--- src/rtl/fec_pkg.sv ---
// Shared definitions for the K=7 rate-1/2 convolutional encoder: generator defaults,
// FSM state type and the generator/window parity helper.
package fec_pkg;

  localparam int K = 7;
  localparam logic [K-1:0] G1_DEFAULT = 7'o171;
  localparam logic [K-1:0] G2_DEFAULT = 7'o133;

  typedef enum logic [1:0] {
    LOAD,
    PRIME,
    ENCODE
  } conv_state_t;

  // Window w is {u_n, s1..s6}; bit 6 of g taps u_n, bit 0 taps u_{n-6}.
  function automatic logic parity7(input logic [K-1:0] g, input logic [K-1:0] w);
    return ^(g & w);
  endfunction

endpackage

--- src/rtl/conv_enc_core.sv ---
// Six-stage encoder shift register (bit 5 = s1 = u_{n-1}, bit 0 = s6 = u_{n-6})
// plus the two generator parity trees evaluated on the current input bit.
module conv_enc_core
  import fec_pkg::*;
#(
  parameter logic [K-1:0] G1 = G1_DEFAULT,
  parameter logic [K-1:0] G2 = G2_DEFAULT
) (
  input  logic         clk,
  input  logic         res,
  input  logic         shift,
  input  logic         load,
  input  logic [K-2:0] load_val,
  input  logic         u,
  output logic         x,
  output logic         y
);

  logic [K-2:0] s_q;

  // NOTE: state registers use non-blocking assignments so every flop samples
  // pre-edge values; blocking here would let later statements see updated state.
  always_ff @(posedge clk or posedge res) begin
    if (res) begin
      s_q <= '0;
    end else if (load) begin
      s_q <= load_val;
    end else if (shift) begin
      s_q <= {u, s_q[K-2:1]};
    end
  end

  always_comb begin
    x = parity7(G1, {u, s_q});
    y = parity7(G2, {u, s_q});
  end

endmodule

--- src/rtl/conv_encoder.sv ---
// Block-buffered rate-1/2 K=7 convolutional encoder with valid/ready handshakes.
// Build option: define TAIL_BITING_EN for tail-biting; default build is zero-tail.
module conv_encoder
  import fec_pkg::*;
#(
  parameter int           BLOCK_LEN = 96,
  parameter logic [K-1:0] G1        = G1_DEFAULT,
  parameter logic [K-1:0] G2        = G2_DEFAULT
) (
  input  logic clk,
  input  logic res,
  input  logic in_valid,
  input  logic d_in,
  output logic in_ready,
  output logic out_valid,
  input  logic out_ready,
  output logic out_x,
  output logic out_y,
  output logic out_last
);

`ifdef TAIL_BITING_EN
  localparam int NPAIR = BLOCK_LEN;
`else
  localparam int NPAIR = BLOCK_LEN + 6;
`endif
  localparam int CW = $clog2(BLOCK_LEN + 6);
  localparam int IW = $clog2(BLOCK_LEN);
  localparam logic [CW-1:0] LAST_IN   = CW'(BLOCK_LEN - 1);
  localparam logic [CW-1:0] LAST_PAIR = CW'(NPAIR - 1);

  conv_state_t          state;
  logic [CW-1:0]        cnt;
  logic [IW-1:0]        idx;
  logic [BLOCK_LEN-1:0] blk_buf;
  logic [K-2:0]         load_val;
  logic                 u_n;
  logic                 core_x;
  logic                 core_y;
  logic                 accept;
  logic                 advance;

  assign idx     = cnt[IW-1:0];
  assign accept  = (state == LOAD) && in_valid;
  assign advance = (state == ENCODE) && out_ready;

`ifdef TAIL_BITING_EN
  assign u_n      = blk_buf[idx];
  assign load_val = blk_buf[BLOCK_LEN-1 -: K-1];
`else
  // Past the end of the block the encoder is flushed with zeros.
  assign u_n      = (cnt < CW'(BLOCK_LEN)) ? blk_buf[idx] : 1'b0;
  assign load_val = '0;
`endif

  // NOTE: the block buffer is reset on purpose so an aborted block leaves no
  // residue; it is small enough to live in flops rather than a RAM macro.
  always_ff @(posedge clk or posedge res) begin
    if (res) begin
      blk_buf <= '0;
    end else if (accept) begin
      blk_buf[idx] <= d_in;
    end
  end

  always_ff @(posedge clk or posedge res) begin
    if (res) begin
      state     <= LOAD;
      cnt       <= '0;
      in_ready  <= 1'b1;
      out_valid <= 1'b0;
      out_last  <= 1'b0;
    end else begin
      case (state)
        LOAD: begin
          if (in_valid) begin
            if (cnt == LAST_IN) begin
              cnt      <= '0;
              in_ready <= 1'b0;
              state    <= PRIME;
            end else begin
              cnt <= cnt + CW'(1);
            end
          end
        end
        PRIME: begin
          out_valid <= 1'b1;
          out_last  <= 1'b0;
          state     <= ENCODE;
        end
        ENCODE: begin
          if (out_ready) begin
            if (cnt == LAST_PAIR) begin
              cnt       <= '0;
              out_valid <= 1'b0;
              out_last  <= 1'b0;
              in_ready  <= 1'b1;
              state     <= LOAD;
            end else begin
              cnt      <= cnt + CW'(1);
              out_last <= (cnt == LAST_PAIR - CW'(1));
            end
          end
        end
        default: begin
          cnt       <= '0;
          in_ready  <= 1'b1;
          out_valid <= 1'b0;
          out_last  <= 1'b0;
          state     <= LOAD;
        end
      endcase
    end
  end

  conv_enc_core #(
    .G1(G1),
    .G2(G2)
  ) u_core (
    .clk     (clk),
    .res     (res),
    .shift   (advance),
    .load    (state == PRIME),
    .load_val(load_val),
    .u       (u_n),
    .x       (core_x),
    .y       (core_y)
  );

  assign out_x = out_valid & core_x;
  assign out_y = out_valid & core_y;

endmodule
--- config.mk ---
export PLATFORM = sky130hd
export DESIGN_NAME = conv_encoder
export DESIGN_NICKNAME = d
export VERILOG_FILES = /design/src/rtl/fec_pkg.sv /design/src/rtl/conv_enc_core.sv /design/src/rtl/conv_encoder.sv
export SDC_FILE = /design/constraint.sdc
export NUM_CORES = 1
export LEC_CHECK = 0
export ABC_AREA = 1
export BUFFER_PORTS_ARGS = -buffer_cell sky130_fd_sc_hd__buf_4
export CAP_MARGIN = 30
export CORE_MARGIN = 3
export CORE_UTILIZATION = 50
export DETAILED_ROUTE_END_ITERATION = 8
export GPL_TIMING_DRIVEN = 1
export PLACE_DENSITY = 0.66
export SLEW_MARGIN = 20
export SYNTH_ARGS = -nofsm -noshare
export SYNTH_HDL_FRONTEND = slang
export SYNTH_SLANG_ARGS = --single-unit
--- constraint.sdc ---
create_clock -name clk -period 10.27 [get_ports clk]
set_input_delay 3.081 -clock clk [delete_from_list [all_inputs] [get_ports clk]]
set_output_delay 3.081 -clock clk [all_outputs]
set_load 0.05 [all_outputs]
After elaboration in Yosys (flattened, before gate mapping)

Index checks and enable logic that the tools add are counted.

Add/sub/neg operators: 1
Reduce and logical (&&, ||, !) cells: 12
Mux-type cells: 29
Order comparisons: 3
Equal/unequal tests: 9
Bitwise logic cells: 4

Operator list:

| kind                                                                                | count |
|---|---|
| 96-bit bitwise mux                                                                  | 1 |
| 7-bit two-way mux                                                                   | 4 |
| 7-bit == test, second input constant                                                | 3 |
| 7-bit one-hot mux with 3 select lines                                               | 1 |
| 7-bit XOR reduction                                                                 | 2 |
| 6-bit two-way mux                                                                   | 2 |
| 1-bit two-way mux                                                                   | 11 |
| 7-bit by 8-bit less-than comparator with 1-bit output, second input constant        | 1 |
| 2-bit two-way mux                                                                   | 4 |
| 7-bit by 1-bit adder with 7-bit output, second input constant                       | 1 |
| 1-bit binary-select mux with 7-bit select                                           | 1 |
| 1-bit demux with 7-bit select                                                       | 1 |
| 7-bit by 1-bit greater-or-equal comparator with 1-bit output, second input constant | 1 |
| 7-bit less-than comparator, second input constant                                   | 1 |
| 1-bit one-hot mux with 3 select lines                                               | 2 |
| 2-bit one-hot mux with 3 select lines                                               | 1 |
| 3-bit AND reduction                                                                 | 2 |
| 5-bit AND reduction                                                                 | 1 |
| 2-bit by 1-bit inequality test with 1-bit output, second input constant             | 2 |
| 2-bit inequality test, second input constant                                        | 2 |
| 4-bit AND reduction                                                                 | 1 |
| 1-bit logical AND                                                                   | 3 |
| 1-bit AND                                                                           | 2 |
| 2-bit by 1-bit == test with 1-bit output, second input constant                     | 1 |
| other kinds (6)                                                                     | 7 |

Output and inout bits: 5
Logic and storage cells: 65
Bits in registers: 114
Input bits: 5

Depth between registers and ports, before layout

Depth after elaboration: 5
Depth in mapped cells: 18
Mapped depth without buffers: 16

Hierarchy

A second synthesis with hierarchy kept.

Cell total of the unflattened synthesis: 823
Area, all modules: 6145.9 µm²

Modules (own cells, without submodules):

| module        | instances | area an instance (µm²) | cells an instance | seq. area each (µm²) |
|---|---|---|---|---|
| conv_encoder  | 1         | 5770.5                 | 766               | 2703.8 |
| conv_enc_core | 1         | 375.4                  | 57                | 150.1 |

Worst setup path before layout

No wires, ideal clock.

Path kind: reg-to-output
Start: reg cnt[0]
End: out out_x
Stages on the path, launching flop included: 17
Buffers on the path: 2
Data arrival time: 2.271 ns
Data required time: 7.189 ns
Path slack: 4.918 ns
Cell sequence: dfrtp_1 -> buf_6 -> buf_6 -> or2_1 -> nand3_1 -> nand2_1 -> nor2_1 -> nor2_1 -> nor2_1 -> nand2_1 -> nand2_1 -> nand3_2 -> nand2_2 -> nand2_1 -> nand3_1 -> nand2_1 -> nor2_1

Longest elaborated chain between the ends: 5
Elaborated cells on any way between the ends: 6
Classes of those cells: order compare: 1; mux: 3; bitwise: 1; reduce/logical: 1

RTL lines:

| element                                   | line                | text |
|---|---|---|
| start: declaration                        | conv_encoder.sv:33  | `logic [CW-1:0] cnt;` |
| start signal: assignment                  | conv_encoder.sv:82  | `cnt <= cnt + CW'(1);` |
| start signal: assignment                  | conv_encoder.sv:100 | `cnt <= cnt + CW'(1);` |
| 1-bit binary-select mux with 7-bit select | conv_encoder.sv:52  | `assign u_n = (cnt < CW'(BLOCK_LEN)) ? blk_buf[idx] : 1'b0;` |
| 1-bit two-way mux (implied by the code)   | conv_encoder.sv:52  |  |
| 1-bit two-way mux *                       | conv_encoder.sv:52  |  |
| 7-bit XOR reduction *                     | fec_pkg.sv:17       | `return ^(g & w);` |
| 1-bit AND *                               | conv_encoder.sv:130 | `assign out_x = out_valid & core_x;` |
| end: declaration                          | conv_encoder.sv:17  | `output logic out_x,` |

Mark *: on every way between the ends. The rest lies on a longest branch, timed or not. The select of a mux whose other input is x is not followed.

Worst setup path in the final report

Start: reg cnt[0]
End: out out_y

Longest elaborated chain between the ends: 5
Elaborated cells on any way between the ends: 6
Classes of those cells: order compare: 1; mux: 3; bitwise: 1; reduce/logical: 1

RTL lines:

| element                                   | line                | text |
|---|---|---|
| 1-bit binary-select mux with 7-bit select | conv_encoder.sv:52  |  |
| 1-bit two-way mux (implied by the code)   | conv_encoder.sv:52  |  |
| 1-bit two-way mux *                       | conv_encoder.sv:52  |  |
| 7-bit XOR reduction *                     | fec_pkg.sv:17       |  |
| 1-bit AND *                               | conv_encoder.sv:131 | `assign out_y = out_valid & core_y;` |
| end: declaration                          | conv_encoder.sv:18  | `output logic out_y,` |

Marks and branches as above.

==> out/summary.txt <==
=================================================================================
Status .............................................................    completed
Synth Area in Simple Gates .........................................       27.29%
Buffers on Ports ...................................................            9
Floorplan die area ................................................. 0.01340 mm^2
Portion of synthesized cell area occupied by the leading cell type .       46.94%
FF/Latch Area ...................................................... 0.002855 mm^2
Reg clk slew, reported paths .......................................      0.05 ns
Distinct cell type count after synthesis ...........................           31
Global-route wire length before repair .............................     26120 um
Half-perimeter wire length of the detailed placement result ........      9880 um
Average wire length per cell after detail routing ..................     16.27 um
Mux share of post-synthesis cell area ..............................           0%
Root cell of the clock tree ........................................ sky130_fd_sc_hd__clkbuf_16
Number of nets still failing antenna checks after routing ..........            0
Placement Rows .....................................................           39
CTS buffer count ...................................................           17
CTS H-tree lvls ....................................................            4
Vias per inst ......................................................        5.518
Worst-Margin Slew ..................................................    0.9314 ns
Instance count of the mapped netlist ...............................          821
Overall overflow remaining after global route ......................            0
Achievable clock frequency .........................................    157.1 MHz
Cell Area, Synth ................................................... 0.006025 mm^2
Clock tree from TritonCTS ..........................................          yes
Total of hold buffers inserted after clock tree synthesis ..........            0
Total Routed Length ................................................     15830 um
Maximum number of pins on one net before global-route repair .......           97
Initial Util .......................................................       51.87%
Worst path required time ...........................................      7.19 ns
Number of nets produced by synthesis ...............................          829
Total power per unit cell area ..................................... 272.4 mW/mm^2
Library cell occupying the most area in the post-synthesis netlist . sky130_fd_sc_hd__dfrtp_1
Multi-input gate area .............................................. 0.002661 mm^2
Synthesis-stage register bit count .................................          114
Setup Slack @ Placement ............................................     4.399 ns
Arrival @ worst endpoint ...........................................      3.28 ns
Area of the core ................................................... 0.01161 mm^2
Biggest fanout along the worst timing path .........................           73
Clk sink count .....................................................          114
Yosys synthesis warning count ......................................            0
Slack of the critical path .........................................     3.904 ns
Max capacitance violation total ....................................            0
Maximum vdd drop ...................................................    0.1563 mV
Share of layout cells above drive strength 1 .......................       6.988%
Number of buffers added for setup after CTS ........................            0
Post-Syn Area per Cell .............................................   7.338 um^2
First drt pass iteration count .....................................            7
First DRT Iteration DRCs ...........................................          668
Post-cts repair resize count .......................................            0
Area growth from synthesis to layout ...............................       12.86%
Die Width ..........................................................     115.8 um
Post-synthesis adder-cell area fraction ............................      0.6231%
Fillcell total .....................................................         1083
Main combinational cell family by area after synthesis ............. simple AND/OR/NAND/NOR gates
Overall power of the completed layout ..............................   0.001852 W
Via count of the first global-routing pass .........................         5034
Crit path capture type .............................................  output port
Total via count after detailed routing .............................         5369
Share of the core filled with cells ................................       58.54%
Worst hold path class .............................................. flop to flop
Total number of nets in the final design ...........................          825
DRC violations left ................................................            0
GRT Total Usage ....................................................       25.54%
Antenna fix cells ..................................................            0
Hold Violations, Final .............................................            0
RSZ-0062 raised after global routing ...............................        false
Part of the Yosys area used for sequential elements ................       47.37%
Antenna violations before repair ...................................            0
Synthesized-area fraction occupied by ao, oa, aoi and oai cells ....       15.53%
Dominant cells by area after synthesis ............................. sky130_fd_sc_hd__dfrtp_1, sky130_fd_sc_hd__nand2_1, sky130_fd_sc_hd__nor2_1
Min Hold Slack .....................................................    0.4873 ns
Setup TNS ..........................................................         0 ns
Overall die height .................................................     115.8 um
Synth Area in XOR/XNOR .............................................      0.7269%
Cell leakage power .................................................     3.335 nW
Critical Path Source Type ..........................................         flop
Crit share post-route ..............................................       61.98%
Maximum buffer depth of the clock tree .............................            2
Num ports ..........................................................           10
Worst skew pair latency ............................................      0.43 ns
Number of failing setup endpoints in the final timing report .......            0
Classification of the worst setup path ............................. flop to output port
Placer Congestion ..................................................       0.8743
Worst slew margin relative to its limit ............................       37.67%
Worst Clk Skew .....................................................  0.006404 ns
Final critical-path required period ................................     6.366 ns
Number of pins with negative max-slew slack in the final report ....            0
=================================================================================
==> flip-flops by register name, indices dropped and copies added, names as in the netlist <==
register    cells
u_core.s_q      6
out_valid       1
blk_buf        96
cnt             7
in_ready        1
state           2
out_last        1
==> power by group <==
part / total, W / internal, W / switching, W
Combinational: 0.000639 / 0.000171 / 0.000468
Clock: 0.000668 / 0.000459 / 0.000209
Sequential: 0.000545 / 0.000496 / 0.0000496
==> cell usage after synthesis, drive strengths merged <==
master and number:
a21oi 101, buf 18, nor3 2, clkbuf 18
ha 3, nand2 179, o211ai 4, dfrtp 113
or2 17, dfstp 1, o21ai 11, nand4 3
o31ai 1, o22ai 6, clkinv 5, inv 81
xor2 5, a31oi 48, nor2 175, nand3 30
==> critical path, stage by stage, from the launching register on <==
cell	delay (ns)
sky130_fd_sc_hd__dfrtp_2	0.34
sky130_fd_sc_hd__buf_4	0.59
sky130_fd_sc_hd__inv_4	0.34
sky130_fd_sc_hd__or2_0	0.30
sky130_fd_sc_hd__nand2_1	0.06
sky130_fd_sc_hd__nand2_1	0.05
sky130_fd_sc_hd__nor2_1	0.10
sky130_fd_sc_hd__nor2_1	0.05
sky130_fd_sc_hd__nor2_1	0.10
sky130_fd_sc_hd__nand2_1	0.06
sky130_fd_sc_hd__nand2_1	0.09
sky130_fd_sc_hd__nand3_2	0.13
sky130_fd_sc_hd__nand2_2	0.11
sky130_fd_sc_hd__nand2_1	0.08
sky130_fd_sc_hd__nand3_1	0.09
sky130_fd_sc_hd__nand2_1	0.06
sky130_fd_sc_hd__nor2_1	0.09
sky130_fd_sc_hd__buf_4	0.20
==> area by class of cell <==
class | count | share of cell area, %
Timing Repair Buffer | 13 | 1.730
Clock inverter | 11 | 3.055
Clock buffer | 21 | 6.625
Tap cell | 143 | 2.632
Multi-Input combinational cell | 585 | 39.14
Inverter | 86 | 4.821
Sequential cell | 114 | 41.99
==> cells by family after synthesis <==
group | count (synthesis)
AOI/OAI and AO/OA | 171
xor gates and xnor gates | 5
adders and majority gates | 3
buffers and inverters | 122
DFF | 114
and+or+nand+nor | 406
==> final timing paths <==
path / from / end / slack (ns) / depth (start not counted)
setup / recovery: cnt[0]$_DFFE_PP0P_ / out_y / 3.90 / 17
hold / removal: blk_buf[74]$_DFFE_PP0P_ / blk_buf[74]$_DFFE_PP0P_ / 0.49 / 2
setup reg to reg: cnt[0]$_DFFE_PP0P_ / blk_buf[79]$_DFFE_PP0P_ / 7.48 / 7
hold reg to reg: blk_buf[74]$_DFFE_PP0P_ / blk_buf[74]$_DFFE_PP0P_ / 0.49 / 2
max in group asynchronous: res / cnt[0]$_DFFE_PP0P_ / 6.27 / 3
min in group asynchronous: res / blk_buf[69]$_DFFE_PP0P_ / 2.81 / 2
==> metal layers <==
metal	track usage (%)	up-vias	part of all wire [%]
li1	-	2646	-
met1	34.86	2473	44
met2	38.40	204	46
met3	6.475	46	7.4
met4	11.83	0	3.0
met5	0	-	0
==> layout by cell type, fill, tap and decap left out, types with 4 or more instances in the layout <==
cell type and n:
sky130_fd_sc_hd__clkinv_2 4, sky130_fd_sc_hd__or2_1 4, sky130_fd_sc_hd__inv_2 4, sky130_fd_sc_hd__buf_4 12, sky130_fd_sc_hd__bufinv_16 6, sky130_fd_sc_hd__inv_1 76, sky130_fd_sc_hd__clkbuf_16 17, sky130_fd_sc_hd__dfrtp_1 112
sky130_fd_sc_hd__a21oi_1 101, sky130_fd_sc_hd__o21ai_0 6, sky130_fd_sc_hd__nand3_1 29, sky130_fd_sc_hd__a31oi_1 48, sky130_fd_sc_hd__xor2_1 5, sky130_fd_sc_hd__nor2_1 171, sky130_fd_sc_hd__o211ai_1 4, sky130_fd_sc_hd__or2_0 12
sky130_fd_sc_hd__o22ai_1 6, sky130_fd_sc_hd__clkinv_1 4, sky130_fd_sc_hd__o21ai_1 5, sky130_fd_sc_hd__nand2_1 177
==> through the flow <==
step / cell area, um^2 / instances
2_1_floorplan: 6025 / 821
3_3_place_gp: 6113 / 940
3_5_place_dp: 6113 / 940
4_1_cts: 6771 / 972
5_1_grt: 6799 / 973
6_report: 6799 / 973
(Power assumes the default switching activity.)
